<file path="src/rtl/ifetch_mem_bridge.sv">
// Instruction fetch bridge: range-checked word fetches served from a single-port
// synchronous SRAM, with a fixed-latency tracking pipeline and an in-order response FIFO.
module ifetch_mem_bridge #(
  parameter int unsigned             C_BUS_SZX     = 5,
  parameter int unsigned             C_BUS_SZ      = 2**C_BUS_SZX,
  parameter int unsigned             C_MEM_LAT     = 1,
  parameter int unsigned             C_RSP_DEPTH_X = 2,
  parameter logic [C_BUS_SZ-1:0]     C_ADDR_BASE   = '0,
  parameter int unsigned             C_ADDR_SIZE_X = 12
) (
  input  logic                       clk_i,
  input  logic                       reset_i,
  input  logic                       clk_en_i,
  output logic                       ireqready_o,
  input  logic                       ireqvalid_i,
  input  logic [1:0]                 ireqhpl_i,
  input  logic [C_BUS_SZ-1:0]        ireqaddr_i,
  input  logic                       irspready_i,
  output logic                       irspvalid_o,
  output logic                       irsprerr_o,
  output logic [C_BUS_SZ-1:0]        irspdata_o,
  output logic                       mem_ce_o,
  output logic                       mem_en_o,
  output logic [C_ADDR_SIZE_X-3:0]   mem_addr_o,
  input  logic [C_BUS_SZ-1:0]        mem_rdata_i
);

  localparam int unsigned DEPTH = 2**C_RSP_DEPTH_X;
  localparam logic [C_RSP_DEPTH_X:0] FULL_LVL = {1'b1, {C_RSP_DEPTH_X{1'b0}}};
  localparam logic [C_RSP_DEPTH_X:0] ONE      = {{C_RSP_DEPTH_X{1'b0}}, 1'b1};

  logic [C_RSP_DEPTH_X:0]   level_q;
  logic [C_RSP_DEPTH_X:0]   wr_ptr, rd_ptr;
  logic [C_RSP_DEPTH_X-1:0] wr_idx, rd_idx;
  logic [C_MEM_LAT-1:0]     pipe_vld, pipe_err;
  logic [C_BUS_SZ-1:0]      data_mem [DEPTH];
  logic [DEPTH-1:0]         err_mem;

  logic accept, err, misaligned, out_of_range, bad_hpl;
  logic push, pop, empty, full;

  // Base is window-aligned, so range check reduces to matching the bits above the window.
  assign misaligned   = |ireqaddr_i[1:0];
  assign out_of_range = (ireqaddr_i >> C_ADDR_SIZE_X) != (C_ADDR_BASE >> C_ADDR_SIZE_X);
  assign bad_hpl      = (ireqhpl_i == 2'b10);
  assign err          = misaligned | out_of_range | bad_hpl;

  assign ireqready_o = clk_en_i & ~reset_i & (level_q != FULL_LVL);
  assign accept      = clk_en_i & ireqvalid_i & ireqready_o;

  assign mem_ce_o   = clk_en_i;
  assign mem_en_o   = accept & ~err;
  assign mem_addr_o = reset_i ? '0 : ireqaddr_i[C_ADDR_SIZE_X-1:2];

  assign wr_idx      = wr_ptr[C_RSP_DEPTH_X-1:0];
  assign rd_idx      = rd_ptr[C_RSP_DEPTH_X-1:0];
  assign empty       = (wr_ptr == rd_ptr);
  assign full        = ((wr_ptr ^ rd_ptr) == FULL_LVL);
  assign push        = clk_en_i & pipe_vld[C_MEM_LAT-1];
  assign pop         = clk_en_i & ~empty & irspready_i;

  assign irspvalid_o = ~empty;
  assign irsprerr_o  = ~empty & err_mem[rd_idx];
  assign irspdata_o  = data_mem[rd_idx];

  always_ff @(posedge clk_i or posedge reset_i) begin
    if (reset_i) begin
      level_q  <= '0;
      pipe_vld <= '0;
      pipe_err <= '0;
      wr_ptr   <= '0;
      rd_ptr   <= '0;
    end else if (clk_en_i) begin
      if (accept && !pop)
        level_q <= level_q + ONE;
      else if (!accept && pop)
        level_q <= level_q - ONE;
      pipe_vld[0] <= accept;
      pipe_err[0] <= err;
      for (int unsigned i = 1; i < C_MEM_LAT; i++) begin
        pipe_vld[i] <= pipe_vld[i-1];
        pipe_err[i] <= pipe_err[i-1];
      end
      if (push)
        wr_ptr <= wr_ptr + ONE;
      if (pop)
        rd_ptr <= rd_ptr + ONE;
    end
  end

  // Storage needs no reset: pointers alone decide what is visible.
  always_ff @(posedge clk_i) begin
    if (push) begin
      data_mem[wr_idx] <= pipe_err[C_MEM_LAT-1] ? '0 : mem_rdata_i;
      err_mem[wr_idx]  <= pipe_err[C_MEM_LAT-1];
    end
  end

  a_no_overflow: assert property (@(posedge clk_i) disable iff (reset_i) push |-> !full);

endmodule

</file>
<file path="config.mk">
export PLATFORM = sky130hd
export DESIGN_NAME = ifetch_mem_bridge
export DESIGN_NICKNAME = d
export VERILOG_FILES = /design/src/rtl/ifetch_mem_bridge.sv
export SDC_FILE = /design/constraint.sdc
export NUM_CORES = 1
export LEC_CHECK = 0
export BUFFER_PORTS_ARGS = -buffer_cell sky130_fd_sc_hd__buf_4
export CAP_MARGIN = 20
export CORE_UTILIZATION = 59
export CTS_BUF_LIST = sky130_fd_sc_hd__clkbuf_8 sky130_fd_sc_hd__clkbuf_16
export DETAILED_ROUTE_END_ITERATION = 10
export HOLD_SLACK_MARGIN = 0.03
export PLACE_DENSITY = 0.85
export SETUP_SLACK_MARGIN = 0.1
export SKIP_LAST_GASP = 1
export SLEW_MARGIN = 10
export SYNTH_ARGS = -nofsm -noshare
export SYNTH_HDL_FRONTEND = slang
export SYNTH_SLANG_ARGS = --single-unit
</file>
<file path="constraint.sdc">
create_clock -name clk_i -period 5.2 [get_ports clk_i]
set_clock_uncertainty 0.2 [all_clocks]
set_input_delay 0.78 -clock clk_i [delete_from_list [all_inputs] [get_ports clk_i]]
set_output_delay 0.78 -clock clk_i [all_outputs]
set_load 0.02 [all_outputs]
</file>
### Word-level counts from Yosys, hierarchy flattened

Memory sizes are Yosys's and may differ from the RTL's.
Index checks and enable logic that the tools add are counted.

| storage, ports and cells | value |
|---|---|
| bits of input ports | 71 |
| RAM bits | 128 |
| memories kept | 1 |
| output and inout port bits | 47 |
| flip-flop bits (word level) | 15 |
| logic and storage cells | 53 |

Memories:

| name | words | bits a word | read ports | clocked after memory_dff | write ports | RTL line | RTL |
|---|---|---|---|---|---|---|---|
| data_mem | 4 | 32 | 1 | 0 | 1 | 36 | `logic [C_BUS_SZ-1:0] data_mem [DEPTH];` |

| cells by class | value |
|---|---|
| bitwise gates (word level) | 14 |
| muxes and demuxes | 11 |
| eq/ne operators | 3 |
| $lt $le $gt $ge | 3 |
| add/sub/neg operators | 4 |
| reduce and logical (&&, ||, !) cells | 11 |

Operators with widths:

| cell | count |
|---|---|
| 2-to-1 mux 32 bit | 1 |
| nonzero test 32 bit | 1 |
| 2-to-1 mux 10 bit | 1 |
| adder 3 x 1 -> 3 bit, second input constant | 3 |
| bitwise AND 1 bit | 9 |
| < comparator 2 x 3 -> 1 bit, second input constant | 2 |
| 2-to-1 mux 3 bit | 2 |
| AND reduction 2 bit | 3 |
| bitwise mux 4 bit | 1 |
| 2-to-1 mux 1 bit | 4 |
| == test 3 bit | 1 |
| logical AND 1 bit | 3 |
| inequality test 3 bit, second input constant | 1 |
| inverter 1 bit | 3 |
| subtractor 3 x 1 -> 3 bit, second input constant | 1 |
| binary-select mux 1 bit (select 2 bit) | 1 |
| demux 1 bit (select 2 bit) | 1 |
| == test 2 bit, second input constant | 1 |
| >= comparator 2 x 1 -> 1 bit, second input constant | 1 |
| logical NOT 1 bit | 2 |
| OR 1 bit | 2 |
| nonzero test 2 bit | 1 |
| OR reduction 2 bit | 1 |

### Longest topological paths before layout

| logic depth | value |
|---|---|
| depth after elaboration | 8 |
| gate-level depth with buffers | 10 |
| mapped depth without buffers | 9 |

### Worst setup path after synthesis

OpenSTA, ideal clock, no wires.

| timing | value |
|---|---|
| path type | input-to-output |
| from | input port ireqaddr_i[16] |
| to | output port mem_en_o |
| stages on the path | 3 |
| path slack | 2.514 ns |
| data arrival time | 1.706 ns |
| data required time | 4.220 ns |
| cells stage by stage | nor4_1 -> nand3_1 -> nor3_1 |

| between the ends | value |
|---|---|
| longest elaborated chain between the ends | 5 |

Ends and longest elaborated chain:

| element | RTL line | RTL |
|---|---|---|
| start, declared | 17 | `input logic [C_BUS_SZ-1:0] ireqaddr_i,` |
| nonzero test 32 bit | 44 | `assign out_of_range = (ireqaddr_i >> C_ADDR_SIZE_X) != (C_ADDR_BASE >> C_ADDR_SIZE_X);` |
| OR 1 bit (2 in a row) | 46 | `assign err = misaligned \| out_of_range \| bad_hpl;` |
| inverter 1 bit | 52 | `assign mem_en_o = accept & ~err;` |
| bitwise AND 1 bit | 52 |  |
| end, declared | 23 | `output logic mem_en_o,` |

No other way between the ends.

### Worst setup path after layout

| timing | value |
|---|---|
| from | register rd_ptr[0] |
| to | output port irsprerr_o |

| between the ends | value |
|---|---|
| longest elaborated chain between the ends | 3 |
| elaborated cells between the ends (all ways) | 5 |
| those cells by class | eq/ne: 1; mux: 2; bitwise: 2 |

Ends and longest elaborated chain:

| element | RTL line | RTL |
|---|---|---|
| start, declared | 33 | `logic [C_RSP_DEPTH_X:0] wr_ptr, rd_ptr;` |
| start signal, assigned | 87 | `rd_ptr <= rd_ptr + ONE;` |
| binary-select mux 1 bit (select 2 bit) / == test 3 bit (equally long branches) | 63, 57 |  |
| 2-to-1 mux 1 bit (implied by the code) / inverter 1 bit (equally long branches) | 63 | `assign irsprerr_o = ~empty & err_mem[rd_idx];` |
| bitwise AND 1 bit * | 63 |  |
| end, declared | 20 | `output logic irsprerr_o,` |

Every way passes the cells marked *; elsewhere a longest branch is shown, timed or not. The select of a mux whose other input is x is not followed.

==> impl_results.md <==
- Vias per cell: 5.61
- Period minus WS final: 3.50 ns
- Die ar.: 0.0103 sq mm
- Die Height: 102 um
- Top cell by count, worst path: buf_4
- Critical Path Fanout Max: 28
- Max_cap viols: 0
- CP endpoint kind: output pin
- Post-CTS Resized: 0
- Initial drt markers: 225
- Arrival time worst endpoint: 2.52 ns
- First-pass GRT wire length: 17100 um
- # diodes: 0
- YS warnings: 0
- Worst slew margin: 37.1%
- Final ANT Viol Nets: 0
- Type of the most critical hold path: in -> async
- Tot GR Track Use: 23.9%
- Clock power share: 31.8%
- Delay of the slowest critical-path stage: 0.60 ns
- Main combinational cell family by area after synthesis: multiplexers
- DRC viols: 0
- Initial antenna violation count: 0
- Num ports: 118
- I/O Buffers: 117
- Outcome: complete, no violations
- XOR/XNOR share of the synthesized area: 1.80%
- Seq/Total Area, Yosys: 72.5%
- CP required: 4.22 ns
- Mapped Nets: 370
- Maximum clock rate: 286 MHz
- Yosys cell types: 34
- PD cells: 502 mW/mm^2
- Placer Congestion: 0.766
- # setup viols final: 0
- Mapped Cells: 292
- Vias in the first global route: 3264
- # rows: 35
- Fin. Hold Viols: 0
- Area fraction in compound gates after synthesis: 1.03%
- Area of the multi-input gates: 0.00148 sq mm
- Period utilization: 67.3%
- Hold_buf cts: 0
- Slowest stage cell, crit path: mux4_2
- Num CTS Buffers: 17
- Core footprint: 0.00942 sq mm
- Buffer count from post-CTS setup fixing: 0
- Logic gate share of total power: 28.6%
- Root Driver: clkbuf_8
- Worst-Skew Late Latency: 0.52 ns
- Starting density of the core: 62.1%
- CTS tree: built
- Share of cells above drive strength 1: 44.2%
- Syn avg cell area: 20.0 sq um
- Hpwl dp: 6600 um
- WL final: 11100 um
- Internal power: 0.00261 W
- Worst-margin pin slew: 0.943 ns
- Largest net degree at the start of global routing: 37
- Startpoint class of the critical path: register
- H-Tree Level Count: 4
- Final #Nets: 494
- Fillers: 504
- CTS sink count: 143
- Synth Area in Simple Gates: 7.04%
- Worst VDD drop: 0.393 mV
- Die span in x: 102 um
- Kind of critical path: reg -> out
- Setup TNS: 0 ns
- DR WL/cell: 20.0 um
- Area delta synth->final: 26.5%
- Synth Cell Area: 0.00584 sq mm
- Flop-to-flop setup slack: 2.45 ns
- Design area: 0.00739 sq mm
- Routed via count: 3126
- Reg area: 0.00424 sq mm
- Reg power frac: 39.5%
- Dpl cell area: 0.00681 sq mm
- FF+latch count, synth: 143
- Leak pwr: 2.73 nW
- Fin. max-slew vios: 0
- Sw Pwr: 0.00110 W
- Cell Chain, Critical Path: buf_4 > mux4_2 > and2_1 > buf_4
- Adder-Cell Fraction of Synth Area: 1.63%
- RSZ-0062 raised after global routing: no
- Post-synthesis mux area share: 13.7%
- Clk pin slew, worst setup/hold paths: 0.06 ns
- CTS max path bufs: 2
- Pre-antenna DRT Iters: 5
- Switching Fraction: 29.5%
- Grt ovf: 0
[critical path, delay by kind of cell (launching register included)]
family / cells / cell delay (ns)
AND/OR/NAND/NOR: 1 / 0.17
buffers and inverters: 2 / 0.68
multiplexers: 1 / 0.60
flip-flops: 1 / 0.54
[cell usage in the layout (no fill, tap or decap), drive strengths merged, types with 3 or more instances in the layout]
master and count:
nand3 4, clkbuf 17, xnor2 7, mux2 3, bufinv 3, nor2b 44
mux4 33, buf 119, clkinv 8, nand2 3, edfxtp 132, and3 4
dfrtp 11, ha 6, inv 12, nor4 5
[final cells by class]
cell class	count	share of cell area (%)
Sequential cell	143	57.4
Clock buffer	17	5.60
Clock inverter	14	2.24
Inverter	9	0.457
Timing Repair Buffer	119	12.1
Tap cell	129	2.18
Multi-Input combinational cell	126	20.0
[routing by layer]
layer	routed length, um	track usage (%)	up-vias	part of all wire [%]
li1	-	-	1403	-
met1	4540	30.8	1585	41
met2	5750	39.2	119	52
met3	703	7.11	19	6.3
met4	141	7.92	0	1.3
met5	0	0	-	0
[per-stage QoR]
stage               worst slack, ns  hold slack [ns]  total power (W)  util (%)  instances
floorplan                      2.51            0.238          0.00220         -        292
global placement               2.23            0.253          0.00253      72.3        526
detailed placement             2.20            0.279          0.00255      72.3        526
CTS                            1.62            0.140          0.00374      78.5        557
global route                   1.55            0.162          0.00386      78.5        557
finish                         1.70            0.144          0.00371      78.5        557
[Yosys cell counts, drive strengths merged]
cell type  count  share of area, %
nor4           5              0.54
dfrtp         11               4.7
nor2           1             0.064
nand2b         1              0.11
o21ai          1             0.086
xnor2          7               1.5
a31oi          2              0.47
nand4          2              0.21
nor2b         44               4.7
a21o           1              0.13
o22a           1              0.15
xor2           2              0.30
fa             1              0.34
nor3           1             0.086
or3b           1              0.15
clkbuf         4              0.26
nand3          4              0.34
and2           2              0.21
ha             6               1.3
edfxtp       132                68
mux4          33                13
and3           4              0.43
a311o          1              0.19
buf           10               1.4
inv            9              0.58
nand2          3              0.19
mux2           3              0.64
[registers in the layout (all words and copies together) (netlist names)]
name	flops
data_mem	128
err_mem	4
level_q	3
rd_ptr	3
wr_ptr	3
pipe_err	1
pipe_vld	1
[logic make-up after synthesis]
| logic type | count (synthesis) |
|---|---|
| flops | 143 |
| simple gates | 68 |
| mux | 36 |
| buf+inv | 23 |
| xor+xnor | 9 |
| fa+ha+maj | 7 |
| compound gates | 6 |
[power by group through the flow]
stage / registers [W] / clock network (W) / logic (W)
after floorplan: 0.00140 / 0 / 0.000801
after global placement: 0.00148 / 0 / 0.00105
after detailed placement: 0.00149 / 0 / 0.00106
after CTS: 0.00147 / 0.00120 / 0.00107
after global routing: 0.00148 / 0.00125 / 0.00113
final: 0.00147 / 0.00118 / 0.00106
[final timing paths]
kind | startpoint | end | depth (start not counted)
max in group asynchronous | reset_i | rd_ptr[0]$_DFFE_PP0P_ | 2
worst max register to register | rd_ptr[1]$_DFFE_PP0P_ | level_q[2]$_DFFE_PP0P_ | 9
worst min register to register | level_q[2]$_DFFE_PP0P_ | level_q[2]$_DFFE_PP0P_ | 1
worst max-delay path | rd_ptr[0]$_DFFE_PP0P_ | irsprerr_o | 4
min in group clk_i | level_q[2]$_DFFE_PP0P_ | level_q[2]$_DFFE_PP0P_ | 1
worst min-delay path | reset_i | level_q[1]$_DFFE_PP0P_ | 2
Power figures use the tool's default switching activity.
